### src/rtl/ncl_pkg.sv
// Shared NCL definitions: dual-rail pair codes, injector states, encoder.
// Latency: none (pure definitions and combinational helper).
// Backpressure: not applicable.
package ncl_pkg;

   // Dual-rail pair codes; 2'b11 is illegal and never produced.
   localparam logic [1:0] DR_NULL = 2'b00;
   localparam logic [1:0] DR_ONE  = 2'b10;
   localparam logic [1:0] DR_ZERO = 2'b01;

   // Widest single-rail operand the encoder handles; callers size-cast in/out.
   localparam int DR_MAX_W = 64;

   typedef enum logic [1:0] {
      S_NULL_WAIT,
      S_DATA,
      S_NULL_ACK
   } wave_state_t;

   // Single-rail to dual-rail: bit i lands in pair [2i+1:2i].
   function automatic logic [2*DR_MAX_W-1:0] dr_encode(input logic [DR_MAX_W-1:0] sr);
      logic [2*DR_MAX_W-1:0] dr;
      dr = '0;
      for (int i = 0; i < DR_MAX_W; i++) begin
         dr[2*i +: 2] = sr[i] ? DR_ONE : DR_ZERO;
      end
      return dr;
   endfunction

endpackage

### src/rtl/ncl_operand_fifo.sv
// Synchronous DEPTH-entry FIFO holding packed operand pairs.
// Latency: a push is visible at the head one cycle later; head reads are combinational.
// Backpressure: pushes while full are dropped (even with a same-cycle pop); pops while empty are ignored.
module ncl_operand_fifo #(
   parameter int W     = 64,
   parameter int DEPTH = 4
) (
   input  logic                     clk,
   input  logic                     init_n,
   input  logic                     push,
   input  logic [W-1:0]             push_dat,
   input  logic                     pop,
   output logic [W-1:0]             pop_dat,
   output logic                     full,
   output logic                     empty,
   output logic [$clog2(DEPTH):0]   count
);

   localparam int AW = $clog2(DEPTH);
   localparam logic [AW:0] DEPTH_CNT = DEPTH[AW:0];

   logic [W-1:0]  mem [DEPTH];
   logic [AW-1:0] wr_ptr;
   logic [AW-1:0] rd_ptr;
   logic          do_push;
   logic          do_pop;

   assign full    = (count == DEPTH_CNT);
   assign empty   = (count == '0);
   assign do_push = push && !full;
   assign do_pop  = pop && !empty;
   assign pop_dat = mem[rd_ptr];

   // Pointer and occupancy bookkeeping; push+pop together leaves count unchanged.
   always_ff @(posedge clk or negedge init_n) begin
      if (!init_n) begin
         wr_ptr <= '0;
         rd_ptr <= '0;
         count  <= '0;
      end else begin
         if (do_push) wr_ptr <= wr_ptr + 1'b1;
         if (do_pop)  rd_ptr <= rd_ptr + 1'b1;
         case ({do_push, do_pop})
            2'b10:   count <= count + 1'b1;
            2'b01:   count <= count - 1'b1;
            default: count <= count;
         endcase
      end
   end

   // Storage array; contents are don't-care until written, so no reset.
   always_ff @(posedge clk) begin
      if (do_push) mem[wr_ptr] <= push_dat;
   end

endmodule

### src/rtl/ncl_wavefront_injector.sv
// Sync-to-NCL boundary: queues single-rail operand pairs and issues DATA/NULL dual-rail wavefronts.
// Latency: a ki edge reaches a_dr/b_dr in SYNC_STAGES+1 cycles; all outputs registered.
// Backpressure: in_ready = !full; wavefront pacing follows the adder's four-phase ki handshake.
module ncl_wavefront_injector
   import ncl_pkg::*;
#(
   parameter int WIDTH       = 32,
   parameter int DEPTH       = 4,
   parameter int SYNC_STAGES = 2,
   parameter int TIMEOUT     = 1024
) (
   input  logic               clk,
   input  logic               init_n,
   input  logic               in_valid,
   output logic               in_ready,
   input  logic [WIDTH-1:0]   in_a,
   input  logic [WIDTH-1:0]   in_b,
   output logic [2*WIDTH-1:0] a_dr,
   output logic [2*WIDTH-1:0] b_dr,
   input  logic               ki,
   output logic               busy,
   output logic [15:0]        wave_count,
   output logic               timeout_err
);

   localparam int TW = $clog2(TIMEOUT + 1);
   localparam logic [TW-1:0] TO_LIM = TW'(TIMEOUT);

   logic [SYNC_STAGES-1:0]  ki_sync;
   logic                    kis;
   wave_state_t             state_q;
   wave_state_t             state_d;
   logic                    load;
   logic                    retire;
   logic [TW-1:0]           to_cnt;
   logic [2*WIDTH-1:0]      head;
   logic                    fifo_full;
   logic                    fifo_empty;
   logic [$clog2(DEPTH):0]  fifo_count;

   assign kis      = ki_sync[SYNC_STAGES-1];
   assign in_ready = !fifo_full;
   assign busy     = (fifo_count != '0) || (state_q != S_NULL_WAIT);

   ncl_operand_fifo #(
      .W     (2*WIDTH),
      .DEPTH (DEPTH)
   ) u_fifo (
      .clk      (clk),
      .init_n   (init_n),
      .push     (in_valid),
      .push_dat ({in_a, in_b}),
      .pop      (load),
      .pop_dat  (head),
      .full     (fifo_full),
      .empty    (fifo_empty),
      .count    (fifo_count)
   );

   // ki is asynchronous to clk: pass it through a plain flop chain.
   always_ff @(posedge clk or negedge init_n) begin
      if (!init_n) ki_sync <= '0;
      else         ki_sync <= {ki_sync[SYNC_STAGES-2:0], ki};
   end

   // Handshake sequencing: issue DATA on request-for-data, retire on request-for-null.
   always_comb begin
      state_d = state_q;
      load    = 1'b0;
      retire  = 1'b0;
      case (state_q)
         S_NULL_WAIT: if (kis && !fifo_empty) begin
            load    = 1'b1;
            state_d = S_DATA;
         end
         S_DATA: if (!kis) begin
            retire  = 1'b1;
            state_d = S_NULL_ACK;
         end
         S_NULL_ACK: if (kis) state_d = S_NULL_WAIT;
         default: state_d = S_NULL_WAIT;
      endcase
   end

   // State, wavefront registers and completed-wave counter; whole bus switches on one edge.
   always_ff @(posedge clk or negedge init_n) begin
      if (!init_n) begin
         state_q    <= S_NULL_WAIT;
         a_dr       <= '0;
         b_dr       <= '0;
         wave_count <= '0;
      end else begin
         state_q <= state_d;
         if (load) begin
            a_dr <= (2*WIDTH)'(dr_encode(DR_MAX_W'(head[2*WIDTH-1:WIDTH])));
            b_dr <= (2*WIDTH)'(dr_encode(DR_MAX_W'(head[WIDTH-1:0])));
         end else if (retire) begin
            a_dr <= '0;
            b_dr <= '0;
         end
         if (retire) wave_count <= wave_count + 16'd1;
      end
   end

   // Per-phase watchdog: idle in S_NULL_WAIT, restarts on every state change, sticky error.
   always_ff @(posedge clk or negedge init_n) begin
      if (!init_n) begin
         to_cnt      <= '0;
         timeout_err <= 1'b0;
      end else begin
         if (state_d != state_q || state_q == S_NULL_WAIT) to_cnt <= '0;
         else if (to_cnt != TO_LIM)                        to_cnt <= to_cnt + 1'b1;
         if (state_q != S_NULL_WAIT && state_d == state_q && to_cnt == TO_LIM - 1'b1)
            timeout_err <= 1'b1;
      end
   end

endmodule

### config.mk
export PLATFORM = sky130hd
export DESIGN_NAME = ncl_wavefront_injector
export DESIGN_NICKNAME = d
export VERILOG_FILES = /design/src/rtl/ncl_pkg.sv /design/src/rtl/ncl_operand_fifo.sv /design/src/rtl/ncl_wavefront_injector.sv
export SDC_FILE = /design/constraint.sdc
export NUM_CORES = 1
export LEC_CHECK = 0
export BUFFER_PORTS_ARGS = -buffer_cell sky130_fd_sc_hd__buf_2
export CAP_MARGIN = 20
export CORE_ASPECT_RATIO = 1.5
export CORE_MARGIN = 4
export CORE_UTILIZATION = 50
export DETAILED_ROUTE_END_ITERATION = 8
export HOLD_SLACK_MARGIN = 0.12
export MAX_ROUTING_LAYER = met4
export PLACE_DENSITY = 0.81
export SLEW_MARGIN = 20
export SYNTH_ARGS = -nofsm -noshare
export SYNTH_HDL_FRONTEND = slang
export SYNTH_SLANG_ARGS = --single-unit
### constraint.sdc
create_clock -name clk -period 3.17 [get_ports clk]
set_clock_uncertainty 0.15 [all_clocks]
set_input_delay 0.317 -clock clk [delete_from_list [all_inputs] [get_ports clk]]
set_output_delay 0.317 -clock clk [all_outputs]
set_load 0.05 [all_outputs]
# Yosys cells after proc, flatten, opt, wreduce, memory -nomap -nowiden
# Memory sizes are Yosys's and may differ from the RTL's.
# Index checks and enable logic that the tools add are counted.
dict set report totals {
  inputBits 68
  regBits 167
  n_memories 1
  ramBits 256
  word_cells 122
  out_inout_bits 147
}
# name depth width read_ports rd_clocked_by_memory_dff wr line
set memory_table {}
lappend memory_table {u_fifo.mem 4 64 1 0 1 ncl_operand_fifo.sv:22} ;# logic [W-1:0] mem [DEPTH];
dict set report op_classes {
  n_reduce_logical 16
  n_mux 80
  addsub 6
  eq_ne 9
}
# cell count
set ops {}
lappend ops {{64-bit two-way mux} 3}
lappend ops {{2-bit two-way mux} 67}
lappend ops {{11-bit two-way mux} 2}
lappend ops {{16-bit by 1-bit adder with 16-bit output (second input constant)} 1}
lappend ops {{11-bit by 1-bit adder with 11-bit output (second input constant)} 1}
lappend ops {{11-bit by 10-bit == test with 1-bit output (second input constant)} 1}
lappend ops {{11-bit inequality test (second input constant)} 1}
lappend ops {{2-bit nonzero test} 4}
lappend ops {{1-bit two-way mux} 6}
lappend ops {{2-bit case mux with 3 select lines} 1}
lappend ops {{3-bit case mux with 2 select lines} 1}
lappend ops {{1-bit logical AND} 5}
lappend ops {{2-bit by 1-bit adder with 2-bit output (second input constant)} 2}
lappend ops {{2-bit by 1-bit == test with 1-bit output (second input constant)} 2}
lappend ops {{2-bit == test (second input constant)} 2}
lappend ops {{3-bit by 1-bit adder with 3-bit output (second input constant)} 1}
lappend ops {{3-bit == test (second input constant)} 1}
lappend ops {{3-bit logical NOT} 1}
lappend ops {{3-bit nonzero test} 1}
lappend ops {{3-bit by 1-bit subtractor with 3-bit output (second input constant)} 1}
lappend ops {{2-bit == test} 1}
lappend ops {{1-bit logical NOT} 2}
lappend ops {{2-bit logical NOT} 1}
lappend ops {{1-bit logical OR} 2}
lappend ops {{2-bit inequality test} 1}

# Logic depth before layout (Yosys ltp)
# Gate-level depths: netlist of run 1.
dict set report depth {
  word_depth 8
  mapped_depth 11
}

# By module
# From an unflattened synthesis of run 1, not the netlist that was laid out.
dict set report unflattened {
  hier_cells 855
  hier_area_um2 15598.7
}
# module cells_per_inst seq_area_each_um2 n_inst area_per_inst_um2
set modules_own_cells {}
lappend modules_own_cells {ncl_operand_fifo 371 7862.5 1 9655.5}
lappend modules_own_cells {ncl_wavefront_injector 484 4003.8 1 5943.2}

# Worst setup path before layout of run 1
# OpenSTA, ideal clock, no wires.
dict set report synth_path {
  path_type {register -> register}
  from {register u_fifo.count[0]}
  to {memory u_fifo.mem[0][0], enable pin}
  stages_incl_launch_ff 4
  n_path_buf 0
  setup_slack_ns 0.007
  setup_time_ns 0.429
  t_arrival_ns 2.584
  required_time_ns 2.591
  period_less_slack_ns 3.163
  path_cell_list {dfrtp_1 inv_1 nand3_1 and3_1}
}
dict set report synth_via {
  elab_chain_cells 5
}
# item line
set synth_rtl {}
lappend synth_rtl {{from (decl)} ncl_operand_fifo.sv:16} ;# output logic [$clog2(DEPTH):0] count
lappend synth_rtl {{from (signal assigned)} ncl_operand_fifo.sv:44} ;# 2'b10: count <= count + 1'b1;
lappend synth_rtl {{from (signal assigned)} ncl_operand_fifo.sv:45} ;# 2'b01: count <= count - 1'b1;
lappend synth_rtl {{from (signal assigned)} ncl_operand_fifo.sv:46} ;# default: count <= count;
lappend synth_rtl {{3-bit == test} ncl_operand_fifo.sv:28} ;# assign full = (count == DEPTH_CNT);
lappend synth_rtl {{1-bit logical NOT} n/a}
lappend synth_rtl {{net in_ready} ncl_wavefront_injector.sv:15} ;# output logic in_ready,
lappend synth_rtl {{1-bit logical AND} ncl_operand_fifo.sv:30} ;# assign do_push = push && !full;
lappend synth_rtl {{1-bit two-way mux} ncl_operand_fifo.sv:53} ;# if (do_push) mem[wr_ptr] <= push_dat;
lappend synth_rtl {{1-bit two-way mux (implied by the code)} ncl_operand_fifo.sv:53}
lappend synth_rtl {{to (decl)} ncl_operand_fifo.sv:22}
# The timed path passes the listed nets, and every way through them passes these cells.

# Final worst setup path of run 1
dict set report layout_path {
  from {register u_fifo.count[0]}
  to {register u_fifo.count[2]}
}
dict set report layout_via {
  elab_chain_cells 8
  elab_cells_between_ends 15
}
# item line
set layout_rtl {}
lappend layout_rtl {{3-bit logical NOT} ncl_operand_fifo.sv:29} ;# assign empty = (count == '0);
lappend layout_rtl {{1-bit logical NOT} {ncl_operand_fifo.sv:31, ncl_wavefront_injector.sv:72}}
lappend layout_rtl {{1-bit logical AND} ncl_wavefront_injector.sv:72} ;# S_NULL_WAIT: if (kis && !fifo_empty) begin
lappend layout_rtl {{1-bit two-way mux} ncl_wavefront_injector.sv:72}
lappend layout_rtl {{1-bit two-way mux} ncl_wavefront_injector.sv:71} ;# case (state_q)
lappend layout_rtl {{1-bit logical AND} ncl_operand_fifo.sv:31} ;# assign do_pop = pop && !empty;
lappend layout_rtl {{2-bit by 1-bit == test with 1-bit output / 2-bit == test (equally long branches)} ncl_operand_fifo.sv:43} ;# case ({do_push, do_pop})
lappend layout_rtl {{3-bit case mux with 2 select lines / 2-bit nonzero test (equally long branches)} n/a}
# Several ways; a longest one is shown, not always the timed one.
# A chain may end at the register's enable or synchronous reset.

==> impl_results.html, run 1 <==
<table>
<tr><th>Metric</th><th>Value</th></tr>
<tr><th colspan="2">Status</th></tr>
<tr><td>Outcome</td><td>finished, final reports clean</td></tr>
<tr><th colspan="2">Pwr</th></tr>
<tr><td>Maximum ir drop on the vdd rail</td><td>661 uV</td></tr>
<tr><td>Pwr Density</td><td>1060 nW/um2</td></tr>
<tr><td>Pleak</td><td>0.00793 uW</td></tr>
<tr><th colspan="2">Worst setup path</th></tr>
<tr><td>Max Fanout on Critical Path</td><td>6</td></tr>
<tr><td>Startpoint type of the worst setup path</td><td>flip-flop</td></tr>
<tr><td>Path type of the worst setup path</td><td>reg2reg</td></tr>
<tr><td>Worst Path Required</td><td>3.47 ns</td></tr>
<tr><td>Arrival time reported for the critical path endpoint</td><td>2.69 ns</td></tr>
<tr><td>CP endpoint kind</td><td>flip-flop</td></tr>
<tr><th colspan="2">STA</th></tr>
<tr><td>Endpoints failing setup</td><td>0</td></tr>
<tr><td>Worst slew margin</td><td>0.406</td></tr>
<tr><td>Worst Tran Pin Value</td><td>0.892 ns</td></tr>
<tr><td>Setup tns final</td><td>0 ns</td></tr>
<tr><td>Highest clock frequency the design can meet</td><td>0.419 GHz</td></tr>
<tr><td>Final critical-path share of the clock period</td><td>0.753</td></tr>
<tr><td>Count of final max-slew check failures</td><td>0</td></tr>
<tr><td>Min Clock Period, post-route</td><td>2.39 ns</td></tr>
<tr><td>Hold Vio Cnt, Final</td><td>0</td></tr>
<tr><td>Setup repair after global routing missed its margin</td><td>no</td></tr>
<tr><th colspan="2">Global route</th></tr>
<tr><td>Number of global-route vias before repair</td><td>between 9,000 and 10,000</td></tr>
<tr><td>Gr ovfl total</td><td>0</td></tr>
<tr><td>Overall fraction of global-route tracks in use</td><td>0.203</td></tr>
<tr><td>Antenna violations before repair</td><td>5</td></tr>
<tr><td>Pin count of the biggest net entering global routing</td><td>195</td></tr>
<tr><td>Global-route wire length before repair</td><td>54,100 um</td></tr>
<tr><th colspan="2">Clock network</th></tr>
<tr><td>Max Buffers Root-to-Sink</td><td>3</td></tr>
<tr><td>Clock latency on the worst-skew pair</td><td>0.54 ns</td></tr>
<tr><td>CTS clock-pin slew for the worst setup and hold paths</td><td>around 0.060 ns</td></tr>
<tr><td>Post-cts gate resize count</td><td>0</td></tr>
<tr><td>H-Tree Level Count</td><td>2</td></tr>
<tr><td>Post-CTS Setup Repair Bufs</td><td>0</td></tr>
<tr><td>Cts bufs inserted</td><td>38</td></tr>
<tr><td>CTS Root Buffer Type</td><td>clkbuf_16</td></tr>
<tr><td>TritonCTS clock tree</td><td>yes</td></tr>
<tr><td>Clk sink count</td><td>423</td></tr>
<tr><td>Hold buffers post-CTS</td><td>67</td></tr>
<tr><th colspan="2">Drt</th></tr>
<tr><td>Initial DRC Count</td><td>approximately 600</td></tr>
<tr><td>Number of design rule violations left after detail routing</td><td>0</td></tr>
<tr><td>Post-detailed-route wirelength per cell</td><td>between 20 and 25 um</td></tr>
<tr><td>Average via count per standard cell</td><td>5.53</td></tr>
<tr><td>Total length of routed wires</td><td>34,500 um</td></tr>
<tr><td>ANT nets after route</td><td>0</td></tr>
<tr><td>Total number of vias</td><td>9,464</td></tr>
<tr><td>First-pass iteration count of the detailed router</td><td>5</td></tr>
<tr><th colspan="2">Place</th></tr>
<tr><td>Count of buffers inserted at the top-level ports</td><td>214</td></tr>
<tr><td>Placer's final routability congestion estimate</td><td>about 0.83</td></tr>
<tr><td>Post-detailed-placement cell area</td><td>17,500 um2</td></tr>
<tr><td>HPWL after DPL</td><td>20,900 um</td></tr>
<tr><th colspan="2">Die</th></tr>
<tr><td>Core area</td><td>between 30,000 and 40,000 um2</td></tr>
<tr><td>I/O pin cnt</td><td>~220</td></tr>
<tr><td>Row count</td><td>79</td></tr>
<tr><td>Chip width</td><td>154 um</td></tr>
<tr><td>DIE AREA</td><td>34,900 um2</td></tr>
<tr><td>Die H</td><td>about 230 um</td></tr>
<tr><td>Initial core utilization</td><td>0.511</td></tr>
<tr><th colspan="2">Yosys</th></tr>
<tr><td>Synth Net Count</td><td>about 1,100</td></tr>
<tr><td>Sequential area share after synthesis</td><td>0.743</td></tr>
<tr><td>Warning count from the yosys run</td><td>0</td></tr>
<tr><td>Syn Inst Count</td><td>994</td></tr>
<tr><td>Unique cell type count in the Yosys netlist</td><td>36</td></tr>
<tr><td>Average cell area after synthesis</td><td>16.1 um2</td></tr>
<tr><td>Proportion of netlist area held by the largest area contributor</td><td>0.481</td></tr>
<tr><td>Dominant cells by area after synthesis</td><td>edfxtp_1, dfrtp_1, mux4_2, nand3_1, nand2_1</td></tr>
<tr><td>Flops &amp; latches, synth</td><td>between 400 and 500</td></tr>
<tr><td>Cell type with the largest total area after synthesis</td><td>edfxtp_1</td></tr>
<tr><td>Area of the mapped netlist</td><td>16,000 um2</td></tr>
<tr><th colspan="2">Final layout</th></tr>
<tr><td>Most frequent standard cell in the layout excluding fill and tap cells</td><td>edfxtp_1</td></tr>
<tr><td>Fraction of layout instances using a drive strength above 1</td><td>0.278</td></tr>
<tr><td>Total number of nets in the final design</td><td>1,348</td></tr>
<tr><td>Fin area</td><td>just under 20,000 um2</td></tr>
<tr><td>Area growth from synthesis to final layout</td><td>21.5%</td></tr>
<tr><td>Most frequent cells in the layout</td><td>edfxtp_1, buf_2, dfrtp_1, nand2_1, nand3_1</td></tr>
<tr><th colspan="2">Worst hold path</th></tr>
<tr><td>Hold crit path type</td><td>in2async</td></tr>
<tr><th colspan="2">Job</th></tr>
<tr><td>Max-cap viol count</td><td>0</td></tr>
</table>
-- logic make-up after synthesis --
kind of cell / synth area share
adder cells (fa/ha/maj): 0.00752
flip-flops: 0.743
AO/OA/AOI/OAI: 0.0215
AND/OR/NAND/NOR: 0.0957
multiplexers: 0.0916
buffers and inverters: 0.0235
XOR/XNOR: 0.0170
-- through the flow --
| step | util | instances | total power, uW | hold WS [ns] | worst slack, ns |
|---|---|---|---|---|---|
| 2_1_floorplan | - | 994 | 14000 | -0.129 | 0.00727 |
| 3_3_place_gp | 0.559 | 1569 | 15700 | 0.187 | 0.984 |
| 3_5_place_dp | 0.559 | 1569 | 15900 | 0.190 | 0.852 |
| 4_1_cts | 0.621 | 1705 | 20600 | 0.206 | 0.812 |
| 5_1_grt | 0.621 | 1710 | 21500 | 0.218 | 0.655 |
| 6_report | 0.621 | 1710 | 20500 | 0.195 | 0.784 |
-- worst max-delay path, cell delays in order (launching register included) --
cell,delay (ns)
dfrtp_1,0.42
inv_1,0.12
nand3_1,0.20
and2_1,0.27
inv_1,0.06
ha_1,0.18
inv_1,0.07
fa_1,0.39
xor2_1,0.16
nor2_1,0.11
xor2_1,0.16
-- synth_stat cells, drive strengths merged --
| library cell | number |
|---|---|
| a21oi | 2 |
| and2 | 1 |
| and3 | 8 |
| and4 | 3 |
| buf | 45 |
| clkbuf | 12 |
| dfrtp | 167 |
| edfxtp | 256 |
| fa | 1 |
| ha | 8 |
| inv | 11 |
| mux2 | 1 |
| mux2i | 1 |
| mux4 | 64 |
| nand2 | 143 |
| nand2b | 2 |
| nand3 | 139 |
| nand3b | 2 |
| nand4 | 8 |
| nor2 | 16 |
| nor2b | 1 |
| nor3 | 2 |
| nor3b | 2 |
| nor4 | 2 |
| o21ai | 65 |
| o31ai | 1 |
| xnor2 | 20 |
| xor2 | 11 |
-- final timing paths --
path                            startpoint          endpoint  slack, ns  cells after the start
max                        u_fifo.count[0]   u_fifo.count[2]       0.78                     10
min                                 init_n    wave_count[15]       0.20                      3
max reg2reg                u_fifo.count[0]   u_fifo.count[2]       0.78                     10
min reg2reg                     ki_sync[0]        ki_sync[1]       0.20                      0
max in group asynchronous           init_n  u_fifo.rd_ptr[0]       2.17                      3
min in group clk                ki_sync[0]        ki_sync[1]       0.20                      0
-- layout make-up --
type	count	area, um2
flip-flops and latches	423	11900
fillers	2265	11800
multi-input cells	503	3750
repair buffers	294	1970
clock buffers	54	1070
well taps	405	507
clock inverters	15	171
inverters	11	41.3
diodes	5	12.5
-- where the power goes --
part / switching (uW) / total (uW) / internal [uW]
sequential: 797 / 8210 / 7420
clock: 1970 / 4580 / 2610
combinational: 5420 / 7690 / 2270
-- state kept, by name, indices dropped and copies added, names as in the netlist, 2 cells and up --
| name | count |
|---|---|
| b_dr | 64 |
| u_fifo.rd_ptr | 2 |
| wave_count | 16 |
| u_fifo.count | 3 |
| a_dr | 64 |
| ki_sync | 2 |
| u_fifo.mem | 256 |
| u_fifo.wr_ptr | 2 |
| state_q | 2 |
| to_cnt | 11 |
-- per-layer routing --
layer,GRT usage,wire length [um],up-vias,share of wire
met5,-,0,-,0
met4,0.0838,1330,0,0.038
met3,0.0374,1690,87,0.049
met2,0.354,18700,313,0.54
met1,0.233,12800,4817,0.37
li1,-,-,4247,-
No activity file was read; power rests on OpenSTA's default activity.
==> inputs of run 2 (changes only) <==
--- a/config.mk
+++ b/config.mk
@@ -5,6 +5,7 @@
 export SDC_FILE = /design/constraint.sdc
 export NUM_CORES = 1
 export LEC_CHECK = 0
+export ABC_AREA = 1
 export BUFFER_PORTS_ARGS = -buffer_cell sky130_fd_sc_hd__buf_2
 export CAP_MARGIN = 20
 export CORE_ASPECT_RATIO = 1.5
==> constraint.sdc (replaced) <==
create_clock -name clk -period 2.2 [get_ports clk]
set_clock_uncertainty 0.15 [all_clocks]
set_input_delay 0.22 -clock clk [delete_from_list [all_inputs] [get_ports clk]]
set_output_delay 0.22 -clock clk [all_outputs]
set_load 0.05 [all_outputs]
==> run 2 against run 1 <==
Effect of this change: critical path depth down 1; sequential share of layout area decreased by 2.3 points; total power grew 51%; combinational power up 64%; register-to-register slack worse by 0.66 ns; clock-buffer cell count grew 4; synthesized cell count rose by 49%; sequential cell count did not move; area after synthesis increased by 2.9%; clock power increased by 45%; via count grew 23%; fmax rose by 15%; largest cell class unchanged.
==> impl_results.html, run 2 <==
<table>
<tr><th>Metric</th><th>Value</th></tr>
<tr><th colspan="2">Global route</th></tr>
<tr><td>Gr ovfl total</td><td>0 (unchanged)</td></tr>
<tr><td>Pin count of the biggest net entering global routing</td><td>82 (-58%)</td></tr>
<tr><td>Antenna violations before repair</td><td>3 (-2)</td></tr>
<tr><td>Global-route wire length before repair</td><td>61,400 um (+14%)</td></tr>
<tr><td>Number of global-route vias before repair</td><td>11,800 (+20%)</td></tr>
<tr><td>Overall fraction of global-route tracks in use</td><td>0.222 (+0.0187)</td></tr>
<tr><th colspan="2">Die</th></tr>
<tr><td>I/O pin cnt</td><td>215 (unchanged)</td></tr>
<tr><td>DIE AREA</td><td>35,900 um2 (+2.7%)</td></tr>
<tr><td>Chip width</td><td>156 um (+1.4%)</td></tr>
<tr><td>Initial core utilization</td><td>0.505 (-0.00631)</td></tr>
<tr><td>Row count</td><td>81 (+2.5%)</td></tr>
<tr><td>Die H</td><td>230 um (+1.4%)</td></tr>
<tr><td>Core area</td><td>32,500 um2 (+4.2%)</td></tr>
<tr><th colspan="2">Worst setup path</th></tr>
<tr><td>CP endpoint kind</td><td>flip-flop</td></tr>
<tr><td>R2r worst-path depth</td><td>9 (-1)</td></tr>
<tr><td>Startpoint type of the worst setup path</td><td>flip-flop</td></tr>
<tr><td>Worst R2R End</td><td>u_fifo.count[2]</td></tr>
<tr><td>Max Fanout on Critical Path</td><td>4 (-2)</td></tr>
<tr><td>Worst Path Required</td><td>2.46 ns (-1.01 ns)</td></tr>
<tr><td>Arrival time reported for the critical path endpoint</td><td>2.34 ns (-0.35 ns)</td></tr>
<tr><td>RR Startpoint</td><td>state_q[0]</td></tr>
<tr><td>Slack of the worst reg-to-reg path</td><td>0.12 ns (-0.66 ns)</td></tr>
<tr><td>Path type of the worst setup path</td><td>reg2reg</td></tr>
<tr><th colspan="2">Status</th></tr>
<tr><td>Outcome</td><td>finished, final reports clean</td></tr>
<tr><th colspan="2">STA</th></tr>
<tr><td>Hold Vio Cnt, Final</td><td>0 (unchanged)</td></tr>
<tr><td>Final critical-path share of the clock period</td><td>0.943 (+0.191)</td></tr>
<tr><td>Endpoints failing setup</td><td>0 (unchanged)</td></tr>
<tr><td>Setup repair after global routing missed its margin</td><td>no</td></tr>
<tr><td>Count of final max-slew check failures</td><td>0 (unchanged)</td></tr>
<tr><td>Highest clock frequency the design can meet</td><td>0.482 GHz (+15%)</td></tr>
<tr><td>Min Clock Period, post-route</td><td>2.08 ns (-0.311 ns)</td></tr>
<tr><td>Worst slew margin</td><td>0.676 (+0.270)</td></tr>
<tr><td>Worst Tran Pin Value</td><td>0.486 ns (-0.405 ns)</td></tr>
<tr><th colspan="2">Worst hold path</th></tr>
<tr><td>Hold crit path type</td><td>reg2reg</td></tr>
<tr><td>Startpoint of the worst hold path</td><td>ki_sync[0]</td></tr>
<tr><td>Hold Path Sink</td><td>ki_sync[1]</td></tr>
<tr><td>Worst Hold Depth</td><td>0</td></tr>
<tr><th colspan="2">Place</th></tr>
<tr><td>Number of cells after detailed placement</td><td>2,066 (+32%)</td></tr>
<tr><td>Count of buffers inserted at the top-level ports</td><td>214 (unchanged)</td></tr>
<tr><td>HPWL after DPL</td><td>23,700 um (+13%)</td></tr>
<tr><td>Placer's final routability congestion estimate</td><td>0.885 (+7.2%)</td></tr>
<tr><td>Post-detailed-placement cell area</td><td>18,100 um2 (+3.8%)</td></tr>
<tr><th colspan="2">Final layout</th></tr>
<tr><td>Fin area</td><td>20,100 um2 (+3.9%)</td></tr>
<tr><td>Register bank with the most flops</td><td>u_fifo.mem</td></tr>
<tr><td>Fraction of layout instances using a drive strength above 1</td><td>0.182 (-0.0965)</td></tr>
<tr><td>Most frequent standard cell in the layout excluding fill and tap cells</td><td>nand2_1</td></tr>
<tr><td>Most frequent cells in the layout</td><td>nand2_1, nor2_1, edfxtp_1, buf_2, o21ai_0</td></tr>
<tr><td>Area growth from synthesis to final layout</td><td>22.6%</td></tr>
<tr><td>Final standard cell count with taps included and fillers excluded</td><td>2,210 (+29%)</td></tr>
<tr><td>Total number of nets in the final design</td><td>1,840 (+36%)</td></tr>
<tr><td>Max reg flops</td><td>256 (unchanged)</td></tr>
<tr><td>Registers with the highest flip-flop counts</td><td>u_fifo.mem: 256 flops, a_dr: 64 flops, b_dr: 64 flops</td></tr>
<tr><th colspan="2">Yosys</th></tr>
<tr><td>Post-synth EDFFs</td><td>256 (unchanged)</td></tr>
<tr><td>Area of the mapped netlist</td><td>16,400 um2 (+2.9%)</td></tr>
<tr><td>Leading cell type by number of instances after synthesis</td><td>nand2_1</td></tr>
<tr><td>Dominant cells by area after synthesis</td><td>edfxtp_1, dfrtp_1, nand2_1, nor2_1, o21ai_0</td></tr>
<tr><td>Unique cell type count in the Yosys netlist</td><td>28 (-22%)</td></tr>
<tr><td>Fraction of registers with async set/reset</td><td>0.395 (unchanged)</td></tr>
<tr><td>Sequential area share after synthesis</td><td>0.722 (-0.0207)</td></tr>
<tr><td>Warning count from the yosys run</td><td>0 (unchanged)</td></tr>
<tr><td>Main flop type after synthesis</td><td>edfxtp_1</td></tr>
<tr><td>Leading cell types by count after synthesis</td><td>nand2_1, nor2_1, edfxtp_1</td></tr>
<tr><td>Synth Net Count</td><td>1,558 (+45%)</td></tr>
<tr><td>Syn Inst Count</td><td>1,481 (+49%)</td></tr>
<tr><td>Proportion of netlist area held by the largest area contributor</td><td>0.468 (-0.0134)</td></tr>
<tr><td>Average cell area after synthesis</td><td>11.1 um2 (-31%)</td></tr>
<tr><td>Cell type with the largest total area after synthesis</td><td>edfxtp_1</td></tr>
<tr><td>Flops &amp; latches, synth</td><td>423 (unchanged)</td></tr>
<tr><th colspan="2">Clock network</th></tr>
<tr><td>Clk sink count</td><td>423 (unchanged)</td></tr>
<tr><td>CTS Root Buffer Type</td><td>clkbuf_16</td></tr>
<tr><td>Max Buffers Root-to-Sink</td><td>3 (unchanged)</td></tr>
<tr><td>H-Tree Level Count</td><td>2 (unchanged)</td></tr>
<tr><td>Cts bufs inserted</td><td>40 (+5.3%)</td></tr>
<tr><td>TritonCTS clock tree</td><td>yes</td></tr>
<tr><td>Clock latency on the worst-skew pair</td><td>0.53 ns (about the same)</td></tr>
<tr><td>CTS clock-pin slew for the worst setup and hold paths</td><td>0.06 ns (about the same)</td></tr>
<tr><th colspan="2">Drt</th></tr>
<tr><td>Top sig layer</td><td>met4</td></tr>
<tr><td>Routed wire length on met2</td><td>20,100 um (+7.3%)</td></tr>
<tr><td>Total length of routed wires</td><td>38,500 um (+12%)</td></tr>
<tr><td>Average via count per standard cell</td><td>5.25 (-5.2%)</td></tr>
<tr><td>Post-detailed-route wirelength per cell</td><td>17.4 um (-14%)</td></tr>
<tr><td>Total length of routed met3 wires</td><td>1750 um (+3.6%)</td></tr>
<tr><td>Number of design rule violations left after detail routing</td><td>0 (unchanged)</td></tr>
<tr><td>Total number of vias</td><td>11,600 (+23%)</td></tr>
<tr><td>Initial DRC Count</td><td>831 (+37%)</td></tr>
<tr><td>Met1 routed wirelength after detailed routing</td><td>14,800 um (+16%)</td></tr>
<tr><td>ANT nets after route</td><td>0 (unchanged)</td></tr>
<tr><td>First-pass iteration count of the detailed router</td><td>7 (+2)</td></tr>
<tr><th colspan="2">Pwr</th></tr>
<tr><td>Maximum ir drop on the vdd rail</td><td>1020 uV (+54%)</td></tr>
<tr><td>Pleak</td><td>0.00871 uW (+9.8%)</td></tr>
<tr><td>Pwr Density</td><td>1530 nW/um2 (+45%)</td></tr>
<tr><th colspan="2">Job</th></tr>
<tr><td>Max-cap viol count</td><td>0 (unchanged)</td></tr>
</table>
run 2: cell count changes after synthesis, sizes merged, moves of 4 or more:
cell / delta
mux4: -64
nor2: +271
o21ai: +135
xnor2: -17
inv: +34
and3: -8
a21oi: +6
nand3: -119
clkbuf: +9
buf: +4
nand2: +248
run 2: layer usage:
layer	vias up	track usage
met2	334	0.385
met3	114	0.0305
li1	5498	-
met4	0	0.0985
met5	-	-
met1	5649	0.256
run 2: critical path, cell delays in order, from the launching register on:
cell     delay [ns]
dfrtp_1        0.41
nor2_2         0.14
nand2_1        0.10
nor2_4         0.15
ha_1           0.15
inv_1          0.07
fa_1           0.41
a21oi_1        0.15
o21ai_1        0.09
xor2_1         0.14
run 2: logic make-up (layout without fill, tap and decap cells):
logic type	Yosys count	in the layout	share of synthesized area
flops	423	423	0.722
other cells	0	3	0
compound gates	213	213	0.0657
xor+xnor	13	13	0.00693
simple gates	708	708	0.167
buf+inv	115	426	0.0309
fa+ha+maj	9	9	0.00731
run 2: power breakdown:
| part | switching (uW) | leakage [uW] | internal [uW] |
|---|---|---|---|
| sequential | 916 | 0.00448 | 10700 |
| clock | 2810 | 0.000627 | 3820 |
| combinational | 9510 | 0.00360 | 3130 |
| total | 13200 | 0.00871 | 17600 |
run 2: worst max-delay path by stage:
stage	cells past startpoint	end	from	slack, ns
after floorplan	3	u_fifo.mem[0][0]	u_fifo.count[2]	-0.06
after global placement	10	u_fifo.count[2]	u_fifo.count[2]	0.10
after detailed placement	10	u_fifo.count[2]	u_fifo.count[2]	0.10
after CTS	10	u_fifo.count[2]	u_fifo.count[2]	0.09
after global routing	9	u_fifo.count[2]	state_q[0]	0.02
final	9	u_fifo.count[2]	state_q[0]	0.12
run 2: final cells by class:
| type | count | area (um2) |
|---|---|---|
| Fill cell | 2427 | 12400 |
| Inverter | 45 | 170 |
| Tap cell | 415 | 519 |
| Timing Repair Buffer | 310 | 2170 |
| Antenna cell | 3 | 7.51 |
| Clock buffer | 58 | 1210 |
| Multi-Input combinational cell | 943 | 4130 |
| Clock inverter | 13 | 73.8 |
| Sequential cell | 423 | 11900 |
run 2: repair_timing:
item,4_1_cts,5_1_grt
endpoints found under the setup margin,0,4
endpoints found under the hold margin,426,0
buffers inserted,0,1
gates resized for setup,0,2
hold buffers,69,0
run 2: per-stage QoR:
step / hold slack, ns / setup slack, ns / TNS, ns / utilization / power [uW]
after floorplan: -0.226 / -0.0575 / -10.52 / - / 20500
after global placement: 0.00970 / 0.104 / 0 / 0.558 / 23800
after detailed placement: 0.0142 / 0.101 / 0 / 0.558 / 24200
after CTS: 0.204 / 0.0882 / 0 / 0.619 / 31000
after global routing: 0.231 / 0.0204 / 0 / 0.619 / 32600
final: 0.208 / 0.125 / 0 / 0.619 / 30800
